File: src/rtl/udp_pkg.sv
// udp_pkg: shared types and defaults for the UDP transmit arbiter.
// FSM state encoding, default sizing and timeout counter width.
package udp_pkg;

  localparam int DEF_NUM_SRC        = 4;
  localparam int DEF_TIMEOUT_CYCLES = 1024;
  localparam int TMO_W              = 16;

  typedef enum logic [1:0] {
    IDLE,
    FWD,
    WAIT_DONE
  } arb_state_t;

endpackage

File: src/rtl/udp_rr_pick.sv
// udp_rr_pick: combinational round-robin picker.
// Returns the first set req bit searching ptr, ptr+1, ... mod N.
import udp_pkg::*;

module udp_rr_pick #(
  parameter  int N  = DEF_NUM_SRC,
  localparam int IW = (N > 1) ? $clog2(N) : 1
) (
  input  logic [N-1:0]  req,
  input  logic [IW-1:0] ptr,
  output logic [IW-1:0] gnt_idx,
  output logic          any_req
);

  int            s;
  logic [IW-1:0] idx;

  // scan requesters starting at the pointer, wrapping once
  always_comb begin
    gnt_idx = '0;
    any_req = 1'b0;
    s       = 0;
    idx     = '0;
    for (int k = 0; k < N; k++) begin
      s = int'(ptr) + k;
      if (s >= N) s = s - N;
      idx = IW'(s);
      if (!any_req && req[idx]) begin
        any_req = 1'b1;
        gnt_idx = idx;
      end
    end
  end

endmodule

File: src/rtl/udp_tx_arbiter.sv
// udp_tx_arbiter: round-robin byte-stream arbiter feeding one transmitter.
// Optional completion timeout enabled by macro UDP_TX_ARB_TIMEOUT_EN.
import udp_pkg::*;

module udp_tx_arbiter #(
  parameter  int NUM_SRC        = DEF_NUM_SRC,
  parameter  int TIMEOUT_CYCLES = DEF_TIMEOUT_CYCLES,
  localparam int IW = (NUM_SRC > 1) ? $clog2(NUM_SRC) : 1
) (
  input  logic                 clk,
  input  logic                 rst_n,
  input  logic [8*NUM_SRC-1:0] src_data,
  input  logic [NUM_SRC-1:0]   src_valid,
  input  logic [NUM_SRC-1:0]   src_first,
  input  logic [NUM_SRC-1:0]   src_last,
  output logic [NUM_SRC-1:0]   src_ready,
  output logic [7:0]           tx_in,
  output logic                 tx_in_valid,
  output logic                 tx_in_first,
  output logic                 tx_in_last,
  input  logic                 wr_valid,
  input  logic                 wr_last,
  output logic [IW-1:0]        grant_id,
  output logic                 busy,
  output logic                 pkt_done,
  output logic                 timeout_err
);

  arb_state_t         state;
  logic [IW-1:0]      rr_ptr;
  logic [IW-1:0]      pick_idx;
  logic [IW-1:0]      next_ptr;
  logic               any_req;
  logic [NUM_SRC-1:0] req;
  logic [7:0]         sel_data;
  logic               sel_valid;
  logic               sel_first;
  logic               sel_last;
  logic               acc;
  logic               done;

`ifdef UDP_TX_ARB_TIMEOUT_EN
  logic [TMO_W-1:0]   tmo_cnt;
`else
  assign timeout_err = 1'b0;
`endif

  assign req  = src_valid & src_first;
  assign busy = (state != IDLE);
  assign done = wr_valid & wr_last;
  assign acc  = (state == FWD) && sel_valid;

  assign next_ptr = (grant_id == IW'(NUM_SRC - 1)) ?
                    '0 : grant_id + 1'b1;

  udp_rr_pick #(
    .N(NUM_SRC)
  ) u_pick (
    .req     (req),
    .ptr     (rr_ptr),
    .gnt_idx (pick_idx),
    .any_req (any_req)
  );

  // mux the granted requester and open its ready only while forwarding
  always_comb begin
    sel_data  = '0;
    sel_valid = 1'b0;
    sel_first = 1'b0;
    sel_last  = 1'b0;
    src_ready = '0;
    for (int i = 0; i < NUM_SRC; i++) begin
      if (grant_id == IW'(i)) begin
        sel_data  = src_data[8*i +: 8];
        sel_valid = src_valid[i];
        sel_first = src_first[i];
        sel_last  = src_last[i];
        src_ready[i] = (state == FWD);
      end
    end
  end

  // one-cycle registered byte path; idle cycles become invalid beats
  always_ff @(posedge clk or negedge rst_n) begin
    if (!rst_n) begin
      tx_in       <= '0;
      tx_in_valid <= 1'b0;
      tx_in_first <= 1'b0;
      tx_in_last  <= 1'b0;
    end else begin
      tx_in_valid <= acc;
      tx_in_first <= acc && sel_first;
      tx_in_last  <= acc && sel_last;
      if (acc) tx_in <= sel_data;
    end
  end

  // arbitration / completion state machine
  always_ff @(posedge clk or negedge rst_n) begin
    if (!rst_n) begin
      state    <= IDLE;
      grant_id <= '0;
      rr_ptr   <= '0;
      pkt_done <= 1'b0;
`ifdef UDP_TX_ARB_TIMEOUT_EN
      tmo_cnt     <= '0;
      timeout_err <= 1'b0;
`endif
    end else begin
      pkt_done <= 1'b0;
`ifdef UDP_TX_ARB_TIMEOUT_EN
      timeout_err <= 1'b0;
`endif
      unique case (state)
        IDLE: begin
          if (any_req) begin
            grant_id <= pick_idx;
            state    <= FWD;
          end
        end
        FWD: begin
          if (acc && sel_last) begin
            rr_ptr <= next_ptr;
            state  <= WAIT_DONE;
`ifdef UDP_TX_ARB_TIMEOUT_EN
            tmo_cnt <= '0;
`endif
          end
        end
        WAIT_DONE: begin
          if (done) begin
            pkt_done <= 1'b1;
            state    <= IDLE;
          end
`ifdef UDP_TX_ARB_TIMEOUT_EN
          else if (tmo_cnt == TMO_W'(TIMEOUT_CYCLES - 1)) begin
            timeout_err <= 1'b1;
            state       <= IDLE;
          end else begin
            tmo_cnt <= tmo_cnt + 1'b1;
          end
`endif
        end
        default: state <= IDLE;
      endcase
    end
  end

endmodule

File: config.mk
export PLATFORM = sky130hd
export DESIGN_NAME = udp_tx_arbiter
export DESIGN_NICKNAME = d
export VERILOG_FILES = /design/src/rtl/udp_pkg.sv /design/src/rtl/udp_rr_pick.sv /design/src/rtl/udp_tx_arbiter.sv
export SDC_FILE = /design/constraint.sdc
export NUM_CORES = 1
export LEC_CHECK = 0
export ABC_AREA = 1
export BUFFER_PORTS_ARGS = -buffer_cell sky130_fd_sc_hd__buf_2
export CAP_MARGIN = 20
export CORE_MARGIN = 4
export CORE_UTILIZATION = 48
export CTS_CLUSTER_SIZE = 10
export DETAILED_ROUTE_END_ITERATION = 8
export GPL_TIMING_DRIVEN = 0
export PLACE_DENSITY = 0.81
export REMOVE_ABC_BUFFERS = 1
export SLEW_MARGIN = 10
export SYNTH_ARGS = -nofsm -noshare
export SYNTH_HDL_FRONTEND = slang
export SYNTH_HIERARCHICAL = 1
export SYNTH_SLANG_ARGS = --single-unit
File: constraint.sdc
create_clock -name clk -period 1.8 [get_ports clk]
set_clock_uncertainty 0.1 [all_clocks]
set_input_delay 0.18 -clock clk [delete_from_list [all_inputs] [get_ports clk]]
set_output_delay 0.18 -clock clk [all_outputs]
set_load 0.01 [all_outputs]
[After elaboration in Yosys (flattened, before gate mapping)]
Index checks and enable logic that the tools add are counted.
Storage, ports and cells
  register bits after elaboration: 18
  input port bits: 48
  output and inout port bits: 20
  logic and storage cells: 96
Operators by class
  $add $sub $neg: 8
  order comparisons: 8
  equality and inequality tests: 8
  multiplexer cells: 47
  bitwise logic cells: 2
  reductions and logical operators: 15
Operators with widths (count)
  $mux W8: 4
  $mux W1: 26
  $mux W2: 12
  $lt A2 B3 Y1 const B: 4
  $ge A3 B3 Y1 const B: 3
  $bmux W1 S2: 4
  $sub A2 B1 Y2 const B: 4
  $add A2 B2 Y3 const B: 2
  $eq A2 B2 Y1 const B: 3
  $logic_and A1 B1 Y1: 6
  $pmux W2 S3: 1
  $and A4 B4 Y4: 1
  $eq A2 B1 Y1 const B: 2
  $logic_not A2 Y1: 2
  $ne A2 B2 Y1 const B: 2
  $reduce_and A2 Y1: 2
  $add A2 B1 Y3 const B: 1
  $ge A2 B3 Y1 const B: 1
  $logic_not A1 Y1: 3
  $reduce_and A3 Y1: 1
  $add A2 B1 Y2 const B: 1
  $ne A2 B1 Y1 const B: 1
  $reduce_bool A2 Y1: 1
  $and A1 B1 Y1: 1

[Depth between registers and ports, before layout]
  depth in word-level cells: 16
  gate-level depth with buffers: 14

[Hierarchy]
The synthesis kept the hierarchy.
Modules (own cells, without submodules)
  udp_tx_arbiter: times used 1, cells an instance 181, area an instance 1226.2 µm², sequential area each 450.4 µm²
  udp_rr_pick: times used 1, cells an instance 59, area an instance 319.1 µm², sequential area each 0.0 µm²

[Worst setup path before layout]
OpenSTA, ideal clock, no wires.
  path kind: reg-to-reg
  from: register grant_id[0]
  to: register state[0]
  data arrival time: 1.414 ns
  required time: 1.579 ns
  setup slack: 0.165 ns
  cell stages (with the launch flop): 10
  buffers on the path: 1
  clock period less this slack: 1.635 ns
  cells stage by stage: dfrtp_1 -> inv_1 -> ha_1 -> inv_2 -> buf_4 -> nand3_1 -> a21oi_2 -> nand2_2 -> nand2_1 -> nand2_1
On the way
  cells in the longest elaborated chain, start to end: 9
  elaborated cells on any way between the ends: 16
Ends and longest elaborated chain
  start, declared: line udp_tx_arbiter.sv:23  | output logic [IW-1:0] grant_id,
  start signal, assigned: line udp_tx_arbiter.sv:117  | grant_id <= pick_idx;
  $logic_not A2 Y1: line udp_tx_arbiter.sv:73  | if (grant_id == IW'(i)) begin
  $mux W1 (4 in a row): line udp_tx_arbiter.sv:73
  $logic_and A1 B1 Y1: line udp_tx_arbiter.sv:51  | assign acc = (state == FWD) && sel_valid;
  $logic_and A1 B1 Y1 *: line udp_tx_arbiter.sv:122  | if (acc && sel_last) begin
  $ne A2 B1 Y1 (no source line) *
  $reduce_and A3 Y1 (no source line) *
  end signal, assigned: line udp_tx_arbiter.sv:118  | state <= FWD;
  end signal, assigned: line udp_tx_arbiter.sv:124  | state <= WAIT_DONE;
  end signal, assigned: line udp_tx_arbiter.sv:133  | state <= IDLE;
  end, declared: line udp_tx_arbiter.sv:29  | arb_state_t state;
Mark *: on every way between the ends. The rest lies on a longest branch, timed or not.
A chain may end at the register's enable or synchronous reset.

[Worst setup path in the final report]
  from: register grant_id[1]
  to: register tx_in[1]
On the way
  cells in the longest elaborated chain, start to end: 6
  elaborated cells on any way between the ends: 13
Ends and longest elaborated chain
  $logic_not A2 Y1: line udp_tx_arbiter.sv:73
  $mux W1 (4 in a row): line udp_tx_arbiter.sv:73
  $logic_and A1 B1 Y1: line udp_tx_arbiter.sv:51
  end signal, assigned: line udp_tx_arbiter.sv:94  | if (acc) tx_in <= sel_data;
  end, declared: line udp_tx_arbiter.sv:17  | output logic [7:0] tx_in,
Parallel ways exist; a longest one is shown, timed or not.

==> results.cfg <==
[outcome]
status = complete, no violations

[global_routing]
global_route_wire_length_before_repair_um = 6850
total_routing_usage_gr_pct = 20.1
grt_overflow = 0
grt_pass1_vias = 1656
initial_antenna_violation_count = 0
grt_start_max_net_pins = 19

[layout]
final_layout_size_suffix_gt1_share_pct = 38.8
final_nets = 370
area.growth.synth_to_final_pct = 34.8
layout.filler_cells = 281
diodes = 0
final_cell_mix = sky130_fd_sc_hd__nand2_1, sky130_fd_sc_hd__buf_2, sky130_fd_sc_hd__inv_1
mostFrequentLayoutCell = sky130_fd_sc_hd__nand2_1

[floorplan]
num_rows = 20
die_area_um2 = 4190
floorplan.initialDensity_pct = 50.2
core_region_area_um2 = 3080
die-height_um = 64.7
chipWidth_um = 64.7
top_level_ports = 68

[route]
avgViaCountPerCell = 4.78
finalWirelength_um = 4120
routed-via-count = 1726
post_drt_wl_per_cell_um = 11.4
postRouteAntennaNets = 0
drt_iter0_drc = 63
drt_pre_antenna_iters = 4
drc = 0

[job]
maxCapViolations = 0

[clock_tree]
cts.clk_slew.worst_paths_ns = 0.11
cts_tree = built
worstSkewPairLatency_ns = 0.30
ctsHtreeMaxLevel = 1
cts_inserted_buffers = 3
clock-root-buffer = sky130_fd_sc_hd__clkbuf_4
clockBufferDepth = 2
tritoncts_num_sinks = 18

[pwr]
power_switching_share_pct = 51.6
power.net_switching_mw = 1.83
power_per_cell_area_nw_per_um2 = 1700
combPwrFrac_pct = 72.3
leakage_nw = 1.22
power.share.sequential_pct = 20.5
irDropWorstVdd_mv = 0.835
share_clk_of_total_power_pct = 7.2
cell_internal_pwr_mw = 1.72

[worst_setup_path]
timing.critical_path.cells = ha_4 > buf_4 > a21oi_1 > a21oi_4 > buf_4 > nand2_1 > nand2_1
worst_path_dominant_cell_family = flip-flops
worstPathBufferInverterCount = 2
setup.worst_path.end_class = flop
arrival_time_worst_endpoint_ns = 1.79
cp.required_ns = 1.89
worst-setup-path-type = flop to flop
worstSetupStartpointType = flop
crit_fanout = 6
standard_cell_with_the_maximum_stage_delay_on_the_critical_path = sky130_fd_sc_hd__dfrtp_2
cpPeakStageDelay_ns = 0.49

[place]
dp_hpwl_um = 3110
place.port_buffers = 66
gp_congestion = 0.806

[sta]
report.final.slew_viol_count = 0
finalHoldViolCount = 0
fmaxAchievable_mhz = 589
holdWs_ns = 0.0153
final_period_minus_worst_setup_slack_ns = 1.70
grt_setup_unrepaired = true
fin_setup_tns_ns = 0
timing.final.setup_violations = 0
layout_worst_path_cycle_share_pct = 94.4

[synthesis]
yosysWarnings = 6
syn-instance-count = 240
postSynthRegisterBits = 18
yosysSeqAreaShare_pct = 29.1
post_synth_instance_area_um2 = 1550
post_synth.cell_area_avg_um2 = 6.44
netlist-cell-type-count = 26

[worst_hold_path]
hold_path.class = input port to flop
[final timing paths]
kind	from	to	slack, ns	depth (start not counted)
setup / recovery	grant_id[1]	tx_in[1]	0.10	7
hold / removal	wr_valid	pkt_done	0.02	3
setup reg to reg	grant_id[1]	tx_in[1]	0.10	7
hold reg to reg	tx_in[7]	tx_in[7]	0.38	2
max in group asynchronous	rst_n	grant_id[1]	1.07	2
min in group asynchronous	rst_n	tx_in[3]	0.23	2
[power by group through the flow]
stage / Clock (mW) / Sequential (mW) / Combinational (mW)
after floorplan: 0 / 0.758 / 1.57
after global placement: 0 / 0.714 / 2.16
after detailed placement: 0 / 0.717 / 2.20
after CTS: 0.256 / 0.728 / 2.42
after global routing: 0.281 / 0.748 / 2.86
final: 0.256 / 0.726 / 2.56
[tightest hold or removal path, stage by stage]
cell                      delay [ns]
sky130_fd_sc_hd__buf_2          0.09
sky130_fd_sc_hd__nand2_1        0.07
sky130_fd_sc_hd__nor2_1         0.04
[per-layer routing]
metal  global-route usage (%)  share of wire, %  vias to the layer above
met1                     24.1                42                      768
met5                        0                 0                        -
met4                     2.64              0.78                        0
li1                         -                 -                      889
met3                     5.89               7.4                        4
met2                     36.3                50                       65
[synth_stat cells]
| cell | instances | area share, % |
|---|---|---|
| sky130_fd_sc_hd__nand2_1 | 104 | 25 |
| sky130_fd_sc_hd__inv_1 | 19 | 4.6 |
| sky130_fd_sc_hd__dfrtp_1 | 18 | 29 |
| sky130_fd_sc_hd__nand3_1 | 15 | 4.9 |
| sky130_fd_sc_hd__a21oi_1 | 14 | 4.5 |
| sky130_fd_sc_hd__nor2_1 | 13 | 3.2 |
| sky130_fd_sc_hd__nand2_2 | 11 | 4.5 |
| sky130_fd_sc_hd__or2_0 | 9 | 3.6 |
| sky130_fd_sc_hd__inv_2 | 6 | 1.5 |
| sky130_fd_sc_hd__nand3_2 | 5 | 3.2 |
| sky130_fd_sc_hd__ha_1 | 4 | 3.2 |
| sky130_fd_sc_hd__buf_4 | 3 | 1.5 |
| sky130_fd_sc_hd__nand2_4 | 3 | 2.2 |
| sky130_fd_sc_hd__buf_2 | 2 | 0.65 |
| sky130_fd_sc_hd__buf_6 | 2 | 1.5 |
| sky130_fd_sc_hd__nor2_2 | 2 | 0.81 |
| sky130_fd_sc_hd__a21oi_2 | 1 | 0.57 |
| sky130_fd_sc_hd__a21oi_4 | 1 | 1.1 |
| sky130_fd_sc_hd__clkbuf_1 | 1 | 0.24 |
| sky130_fd_sc_hd__conb_1 | 1 | 0.24 |
| sky130_fd_sc_hd__nand3b_1 | 1 | 0.49 |
| sky130_fd_sc_hd__nand4_1 | 1 | 0.41 |
| sky130_fd_sc_hd__nor2_4 | 1 | 0.73 |
| sky130_fd_sc_hd__nor2_8 | 1 | 1.3 |
| sky130_fd_sc_hd__o21ai_1 | 1 | 0.32 |
| sky130_fd_sc_hd__o21bai_1 | 1 | 0.49 |
[cells by family (layout without fill, tap and decap cells)]
group / count (synthesis) / after routing / share of synthesized area, %
buf+inv: 33 / 110 / 9.88
compound gates: 18 / 18 / 6.96
flops: 18 / 18 / 29.1
simple gates: 166 / 166 / 50.5
other cells: 1 / 1 / 0.243
fa+ha+maj: 4 / 4 / 3.24
[layout make-up]
cell class / count / area [um2] / share of cell area (%)
multi-input cells: 189 / 982 / 47.1
flip-flops and latches: 18 / 454 / 21.8
repair buffers: 81 / 452 / 21.7
inverters: 25 / 104 / 4.98
well taps: 44 / 55.1 / 2.64
clock buffers: 4 / 36.3 / 1.74
[sequential cells by signal (all words and copies together) (netlist names)]
name         count
grant_id         2
tx_in_last       1
pkt_done         1
tx_in_first      1
rr_ptr           2
state            2
tx_in_valid      1
tx_in            8
[what timing repair did]
item / CTS / global route
hold buffers: 1 / 1
resized for setup: 10 / 7
endpoints found under the setup margin: 20 / 15
setup buffers: 7 / 6
hold endpoints to repair: 18 / 1
pin swaps: 0 / 0
[metrics by stage]
stage	std cells	area (um2)	worst slack, ns	power (mW)	utilization [%]
finish	361	2080	0.102	3.55	67.7
global route	361	2080	-0.0101	3.89	67.7
CTS	354	2010	0.0169	3.41	65.4
detailed placement	342	1870	-0.441	2.91	60.8
global placement	342	1870	-0.432	2.88	60.8
floorplan	232	1490	-0.141	2.33	-
Power figures use the tool's default switching activity.
